`src/rtl/ycc_pkg.sv`:
```
// ----------------------------------------------------------------------------
// ycc_pkg
// Shared definitions for the YCbCr 4:2:2 -> RGB565 display-side converter.
//   slot_t          : 2-bit slot tag carried alongside every stream byte
//   DEF_K_*         : default Q8 chroma coefficients (value / 256)
//   Y_OFS           : offset that turns the signed Y byte back into 0..255
//   PROD_W / SUM_W  : product and pre-saturation sum widths
//   sat_u8          : clamp a signed sum into 0..255
//   pack565         : pack three 8-bit channels into {R[7:3],G[7:2],B[7:3]}
// ----------------------------------------------------------------------------
package ycc_pkg;

  typedef enum logic [1:0] {
    SLOT_Y0 = 2'd0,
    SLOT_CB = 2'd1,
    SLOT_CR = 2'd2,
    SLOT_Y1 = 2'd3
  } slot_t;

  localparam int DEF_K_CR_R = 359;  // 1.402
  localparam int DEF_K_CB_G = 88;   // 0.344
  localparam int DEF_K_CR_G = 183;  // 0.714
  localparam int DEF_K_CB_B = 454;  // 1.772

  localparam int Y_OFS = 128;

  localparam int PROD_W = 18;
  localparam int SUM_W  = 11;

  // A negative sum clamps to 0; any set bit above bit 7 of a non-negative
  // sum means it exceeded 255 and clamps to full scale.
  function automatic logic [7:0] sat_u8(input logic [SUM_W-1:0] v);
    logic [7:0] res;
    if (v[SUM_W-1])
      res = 8'd0;
    else if (|v[SUM_W-2:8])
      res = 8'hFF;
    else
      res = v[7:0];
    return res;
  endfunction

  function automatic logic [15:0] pack565(input logic [7:0] r,
                                          input logic [7:0] g,
                                          input logic [7:0] b);
    return {r[7:3], g[7:2], b[7:3]};
  endfunction

endpackage

```
`src/rtl/ycc_pix_calc.sv`:
```
// ----------------------------------------------------------------------------
// ycc_pix_calc
// Three-stage arithmetic for one pixel: signed Y/Cb/Cr bytes in, RGB565 out.
// Knows nothing about slot ordering; one launch per cycle at most.
//   clk, rst_n      : clock, asynchronous active-low reset
//   launch          : y_byte/cb_byte/cr_byte hold a pixel to convert
//   odd             : pixel index travelling with the launch (0=Y0, 1=Y1)
//   y_byte          : signed Y-128
//   cb_byte/cr_byte : signed centred chroma
//   rgb_data        : packed pixel, holds when rgb_valid is low
//   rgb_valid       : one-cycle pulse per finished pixel
//   pix_odd         : pixel index, valid with rgb_valid
// ----------------------------------------------------------------------------
module ycc_pix_calc
  import ycc_pkg::*;
#(
  parameter int K_CR_R = DEF_K_CR_R,
  parameter int K_CB_G = DEF_K_CB_G,
  parameter int K_CR_G = DEF_K_CR_G,
  parameter int K_CB_B = DEF_K_CB_B
) (
  input  logic        clk,
  input  logic        rst_n,
  input  logic        launch,
  input  logic        odd,
  input  logic [7:0]  y_byte,
  input  logic [7:0]  cb_byte,
  input  logic [7:0]  cr_byte,
  output logic [15:0] rgb_data,
  output logic        rgb_valid,
  output logic        pix_odd
);

  localparam logic signed [PROD_W-1:0] COEF_CR_R = PROD_W'(K_CR_R);
  localparam logic signed [PROD_W-1:0] COEF_CB_G = PROD_W'(K_CB_G);
  localparam logic signed [PROD_W-1:0] COEF_CR_G = PROD_W'(K_CR_G);
  localparam logic signed [PROD_W-1:0] COEF_CB_B = PROD_W'(K_CB_B);

  logic signed [PROD_W-1:0] cb_ext;
  logic signed [PROD_W-1:0] cr_ext;

  assign cb_ext = $signed({{(PROD_W-8){cb_byte[7]}}, cb_byte});
  assign cr_ext = $signed({{(PROD_W-8){cr_byte[7]}}, cr_byte});

  logic                     s1_valid;
  logic                     s1_odd;
  logic signed [9:0]        s1_y;
  logic signed [PROD_W-1:0] s1_p_r;
  logic signed [PROD_W-1:0] s1_p_cb_g;
  logic signed [PROD_W-1:0] s1_p_cr_g;
  logic signed [PROD_W-1:0] s1_p_b;

  // S1: restore the unsigned luma and form the four chroma products. The
  // data registers load every cycle; only the valid bit marks a real pixel.
  always_ff @(posedge clk or negedge rst_n) begin
    if (!rst_n) begin
      s1_valid  <= 1'b0;
      s1_odd    <= 1'b0;
      s1_y      <= '0;
      s1_p_r    <= '0;
      s1_p_cb_g <= '0;
      s1_p_cr_g <= '0;
      s1_p_b    <= '0;
    end else begin
      s1_valid  <= launch;
      s1_odd    <= odd;
      s1_y      <= $signed({{2{y_byte[7]}}, y_byte}) + 10'(Y_OFS);
      s1_p_r    <= COEF_CR_R * cr_ext;
      s1_p_cb_g <= COEF_CB_G * cb_ext;
      s1_p_cr_g <= COEF_CR_G * cr_ext;
      s1_p_b    <= COEF_CB_B * cb_ext;
    end
  end

  logic signed [PROD_W-1:0] p_g;
  logic signed [SUM_W-1:0]  y_w;
  logic signed [SUM_W-1:0]  r_off;
  logic signed [SUM_W-1:0]  g_off;
  logic signed [SUM_W-1:0]  b_off;
  logic signed [SUM_W-1:0]  r_sum;
  logic signed [SUM_W-1:0]  g_sum;
  logic signed [SUM_W-1:0]  b_sum;

  // S2 arithmetic: arithmetic shifts floor toward minus infinity. Every
  // shifted product fits comfortably in SUM_W bits, so the casts only drop
  // redundant sign bits, and Y +/- offset cannot overflow SUM_W.
  always_comb begin
    p_g   = s1_p_cb_g + s1_p_cr_g;
    y_w   = $signed({{(SUM_W-10){s1_y[9]}}, s1_y});
    r_off = SUM_W'(s1_p_r >>> 8);
    g_off = SUM_W'(p_g >>> 8);
    b_off = SUM_W'(s1_p_b >>> 8);
    r_sum = y_w + r_off;
    g_sum = y_w - g_off;
    b_sum = y_w + b_off;
  end

  logic       s2_valid;
  logic       s2_odd;
  logic [7:0] s2_r;
  logic [7:0] s2_g;
  logic [7:0] s2_b;

  // S2: clamp each channel into 0..255 so out-of-gamut colours saturate
  // instead of wrapping.
  always_ff @(posedge clk or negedge rst_n) begin
    if (!rst_n) begin
      s2_valid <= 1'b0;
      s2_odd   <= 1'b0;
      s2_r     <= '0;
      s2_g     <= '0;
      s2_b     <= '0;
    end else begin
      s2_valid <= s1_valid;
      s2_odd   <= s1_odd;
      s2_r     <= sat_u8(r_sum);
      s2_g     <= sat_u8(g_sum);
      s2_b     <= sat_u8(b_sum);
    end
  end

  // S3: pack to RGB565. Data and pixel index only move on a real pixel so
  // the output holds its last value between pulses.
  always_ff @(posedge clk or negedge rst_n) begin
    if (!rst_n) begin
      rgb_data  <= '0;
      rgb_valid <= 1'b0;
      pix_odd   <= 1'b0;
    end else begin
      rgb_valid <= s2_valid;
      if (s2_valid) begin
        rgb_data <= pack565(s2_r, s2_g, s2_b);
        pix_odd  <= s2_odd;
      end
    end
  end

endmodule

```
`src/rtl/ycbcr422_to_rgb565.sv`:
```
// ----------------------------------------------------------------------------
// ycbcr422_to_rgb565
// Display-side converter: takes the slot-tagged signed YCbCr 4:2:2 byte
// stream (Y0, Cb, Cr, Y1) and emits two RGB565 pixels per group.
//   sys_clk    : clock, rising edge
//   sys_rst_n  : asynchronous active-low reset
//   img_in     : signed stream byte (Y-128 or centred chroma)
//   state_in   : slot tag 0=Y0 1=Cb 2=Cr 3=Y1
//   in_en      : byte/tag valid this cycle
//   rgb_data   : {R[7:3],G[7:2],B[7:3]}, holds between pixels
//   rgb_valid  : one-cycle pulse per pixel
//   pix_odd    : 0 = pixel from Y0, 1 = pixel from Y1
//   sync_err   : one-cycle pulse when a byte arrives in the wrong slot
// ----------------------------------------------------------------------------
module ycbcr422_to_rgb565
  import ycc_pkg::*;
#(
  parameter int K_CR_R = DEF_K_CR_R,
  parameter int K_CB_G = DEF_K_CB_G,
  parameter int K_CR_G = DEF_K_CR_G,
  parameter int K_CB_B = DEF_K_CB_B
) (
  input  logic        sys_clk,
  input  logic        sys_rst_n,
  input  logic [7:0]  img_in,
  input  logic [1:0]  state_in,
  input  logic        in_en,
  output logic [15:0] rgb_data,
  output logic        rgb_valid,
  output logic        pix_odd,
  output logic        sync_err
);

  slot_t      expected;
  slot_t      slot;
  logic [7:0] y0_q;
  logic [7:0] cb_q;
  logic [7:0] cr_q;

  logic       launch_valid;
  logic       launch_odd;
  logic [7:0] launch_y;
  logic [7:0] launch_cb;
  logic [7:0] launch_cr;

  assign slot = slot_t'(state_in);

  // Slot tracker, capture registers and launch mux. Pixel 0 launches on the
  // Cr byte using that byte directly so it need not wait for the capture
  // register; pixel 1 launches on Y1 with the stored chroma. A stray Y0 tag
  // restarts the group from that byte; any other stray tag drops the byte
  // and waits for the next Y0. With in_en low everything holds.
  always_ff @(posedge sys_clk or negedge sys_rst_n) begin
    if (!sys_rst_n) begin
      expected     <= SLOT_Y0;
      y0_q         <= '0;
      cb_q         <= '0;
      cr_q         <= '0;
      launch_valid <= 1'b0;
      launch_odd   <= 1'b0;
      launch_y     <= '0;
      launch_cb    <= '0;
      launch_cr    <= '0;
      sync_err     <= 1'b0;
    end else begin
      launch_valid <= 1'b0;
      sync_err     <= 1'b0;
      if (in_en) begin
        if (slot == expected) begin
          case (expected)
            SLOT_Y0: begin
              y0_q     <= img_in;
              expected <= SLOT_CB;
            end
            SLOT_CB: begin
              cb_q     <= img_in;
              expected <= SLOT_CR;
            end
            SLOT_CR: begin
              cr_q         <= img_in;
              launch_valid <= 1'b1;
              launch_odd   <= 1'b0;
              launch_y     <= y0_q;
              launch_cb    <= cb_q;
              launch_cr    <= img_in;
              expected     <= SLOT_Y1;
            end
            SLOT_Y1: begin
              launch_valid <= 1'b1;
              launch_odd   <= 1'b1;
              launch_y     <= img_in;
              launch_cb    <= cb_q;
              launch_cr    <= cr_q;
              expected     <= SLOT_Y0;
            end
            default: expected <= SLOT_Y0;
          endcase
        end else begin
          sync_err <= 1'b1;
          if (slot == SLOT_Y0) begin
            y0_q     <= img_in;
            expected <= SLOT_CB;
          end else begin
            expected <= SLOT_Y0;
          end
        end
      end
    end
  end

  ycc_pix_calc #(
    .K_CR_R (K_CR_R),
    .K_CB_G (K_CB_G),
    .K_CR_G (K_CR_G),
    .K_CB_B (K_CB_B)
  ) u_pix_calc (
    .clk       (sys_clk),
    .rst_n     (sys_rst_n),
    .launch    (launch_valid),
    .odd       (launch_odd),
    .y_byte    (launch_y),
    .cb_byte   (launch_cb),
    .cr_byte   (launch_cr),
    .rgb_data  (rgb_data),
    .rgb_valid (rgb_valid),
    .pix_odd   (pix_odd)
  );

endmodule

```
`config.mk`:
```
export PLATFORM = sky130hd
export DESIGN_NAME = ycbcr422_to_rgb565
export DESIGN_NICKNAME = d
export VERILOG_FILES = /design/src/rtl/ycc_pkg.sv /design/src/rtl/ycc_pix_calc.sv /design/src/rtl/ycbcr422_to_rgb565.sv
export SDC_FILE = /design/constraint.sdc
export NUM_CORES = 1
export LEC_CHECK = 0
export BUFFER_PORTS_ARGS = -buffer_cell sky130_fd_sc_hd__buf_4
export CORE_MARGIN = 10
export CORE_UTILIZATION = 50
export CTS_BUF_LIST = sky130_fd_sc_hd__clkbuf_4 sky130_fd_sc_hd__clkbuf_8
export CTS_CLUSTER_SIZE = 12
export DETAILED_ROUTE_END_ITERATION = 8
export PLACE_DENSITY = 0.79
export SYNTH_ARGS = -nofsm -noshare
export SYNTH_HDL_FRONTEND = slang
export SYNTH_HIERARCHICAL = 1
export SYNTH_SLANG_ARGS = --single-unit
```
`constraint.sdc`:
```
create_clock -name sys_clk -period 4.3 [get_ports sys_clk]
set_input_delay 0.645 -clock sys_clk [delete_from_list [all_inputs] [get_ports sys_clk]]
set_output_delay 0.645 -clock sys_clk [all_outputs]
set_load 0.05 [all_outputs]
```
==> impl_metrics.ini <==
[yosys]
ys_ff_latch = 146
synth_area_leaders = dfrtp_1, ha_1, fa_1
avgSynthCellArea_um2 = 10.7
synth-async-reset-ratio = 1.00
synth_enable_flop_cells = 0
synth_top_area_cell = dfrtp_1
postSynthCellCount = 970
synth_nets = 1195
synthTopCellsByCount = inv_1, ha_1, dfrtp_1
synth_top_area_share = 0.352
mappedNetlistArea_mm2 = 0.0104
seq_area_frac_synth = 0.352
yosys_most_used_dff = dfrtp_1
synth_warnings = 6
synth_cell_types = 65
yosysMostFrequentCell = inv_1

[setup_path]
cp_slowest_cell = fa_1
end_kind = register
cp.required_ns = 4.65
critPathBufInv = 4
worstPathCellList = inv_1 > ha_1 > ha_1 > inv_1 > fa_1 > fa_1 > inv_1 > ha_1 > o21ai_2 > a221o_2 > a21oi_2 > o21a_1 > o21a_1 > o41a_1 > buf_4 > xnor2_1
cp_top_family = adder cells
cp-start-kind = register
cp_max_fo = 4
crit_type = reg -> reg
slowest_delay_ns = 0.54
worstPathArrival_ns = 4.49

[clocking]
cts_root_buf = clkbuf_8
cts-htree-levels = 4
cts_tree = yes
numCtsBuffers = 17
clkLatencyLatePin_ns = 0.47
clkTransAtPathRegs_ns = 0.08
cts.sinks = 146
cts_buffer_depth = 2

[placement]
place_hpwl_um = 15800
globalplace.congestion = 0.891
place_area_mm2 = 0.0110
io_buffers = 31
dp_slack_ns = 0.0167

[sta]
worstMarginPinSlew_ns = 0.917
finalSetupViolations = 0
relSlewSlack = 0.388
fin_ws_ns = 0.163
final_hold_viol_count = 0
period_share = 0.962
clock-skew-final_ns = 0.0113
fmax_ghz = 0.242
slew_violations = 0
fin_crit_ns = 4.14

[floorplanning]
core_area_mm2 = 0.0204
die_height_um = 164
num_rows = 52
die_w_um = 164
io_pins = 32
dieArea_mm2 = 0.0269
start_util = 0.510

[route]
dr.pass1.iters = 6
via_per_inst = 5.26
drc = 0
routedWlPerCell_um = 15.3
ant_nets = 0
routed_wl_um = 20000
vias = 6901
dr.first_iter.drc_count = 340

[finish]
nets = 1254
area_growth_pct = 10.4
layout-drive-gt1-share = 0.157
antenna_cells = 0
final_area_mm2 = 0.0115

[global_route]
grt_pass1_vias = 7037
grt_util_all_layers = 0.154
overflow = 0
antenna_found_initial = 1
grt_pass1_wl_um = 33400
grt_max_degree = 106

[outcome]
outcome = finished, final reports clean

[worst_hold_path]
min_path_type = in -> async

[job]
max_cap_viol_count = 0
==> cell type report <==
| cell class | count | area [um^2] |
|---|---|---|
| fill | 1722 | 8900 |
| multi-input combinational | 642 | 6070 |
| sequential | 146 | 3660 |
| inverter | 170 | 638 |
| timing repair buffer | 52 | 394 |
| tap | 270 | 338 |
| clock buffer | 18 | 248 |
| clock inverter | 14 | 115 |
==> layout by cell type, fill, tap and decap left out, types with 10 or more instances in the layout <==
cell and n:
buf_4 51, nor2b_1 12, nand2_1 42, nor3_1 15
o21ai_0 21, ha_1 160, fa_1 48, xnor2_1 34
nor2_1 49, xor2_1 19, a21o_1 19, a21oi_1 32
clkbuf_8 18, nand3_1 10, a31oi_1 11, inv_1 170
dfrtp_1 144, o21a_1 10, mux2_2 37
==> state kept, by name, indices dropped and copies added, names as in the netlist, 2 cells and up <==
register,cells
cb_q,8
cr_q,8
expected,2
launch_cb,8
launch_cr,8
launch_y,8
u_pix_calc/rgb_data,16
u_pix_calc/s1_p_b,12
u_pix_calc/s1_p_cb_g,11
u_pix_calc/s1_p_cr_g,14
u_pix_calc/s1_p_r,10
u_pix_calc/s1_y,8
u_pix_calc/s2_b,5
u_pix_calc/s2_g,6
u_pix_calc/s2_r,5
y0_q,8
==> worst paths after layout <==
kind                       depth (start not counted)  slack, ns                     end                 from
max                                               16       0.16   u_pix_calc/s1_p_r[15]         launch_cr[5]
min                                                1       0.27  u_pix_calc/rgb_data[3]            sys_rst_n
max reg2reg                                       16       0.16   u_pix_calc/s1_p_r[15]         launch_cr[5]
min reg2reg                                        0       0.36     u_pix_calc/s2_valid  u_pix_calc/s1_valid
max in group asynchronous                          2       3.13                 cb_q[2]            sys_rst_n
min in group sys_clk                               0       0.36     u_pix_calc/s2_valid  u_pix_calc/s1_valid
==> timing repair <==
action | CTS | global route
hold buffers | 0 | 0
endpoints found under the hold margin | 0 | 0
setup buffers | 0 | 4
setup endpoints to repair | 2 | 6
resized for setup | 2 | 13
pin swaps | 0 | 2
==> per-stage QoR <==
step	setup TNS, ns	cells	hold slack (ns)	utilization
floorplan	0	970	0.331	-
global placement	0	1276	0.332	0.540
detailed placement	0	1276	0.336	0.540
CTS	0	1308	0.307	0.558
global route	-0.0615	1312	0.345	0.563
finish	0	1312	0.273	0.563
==> logic make-up (layout without fill, tap and decap cells) <==
group / after synthesis / after routing / share of synthesized area
multiplexers: 43 / 43 / 0.0459
adder cells (fa/ha/maj): 212 / 212 / 0.290
flip-flops: 146 / 146 / 0.352
buffers and inverters: 182 / 254 / 0.0693
AO/OA/AOI/OAI: 163 / 163 / 0.114
AND/OR/NAND/NOR: 169 / 169 / 0.0805
XOR/XNOR: 55 / 55 / 0.0478
==> worst reg2reg max path: cells and delay by family (launching register included) <==
kind | cells | cell delay [ns]
compound gates | 6 | 1.28
xor+xnor | 1 | 0.11
fa+ha+maj | 5 | 1.98
buf+inv | 4 | 0.32
flops | 1 | 0.35
==> metal layers <==
metal  share of wire  track usage
met3           0.043       0.0363
met4           0.017       0.0398
met2            0.48        0.257
met1            0.46        0.198
met5               0            0
Power is not shown: default switching activity piles up to over one toggle a cycle in this logic, so the estimate is an artifact.
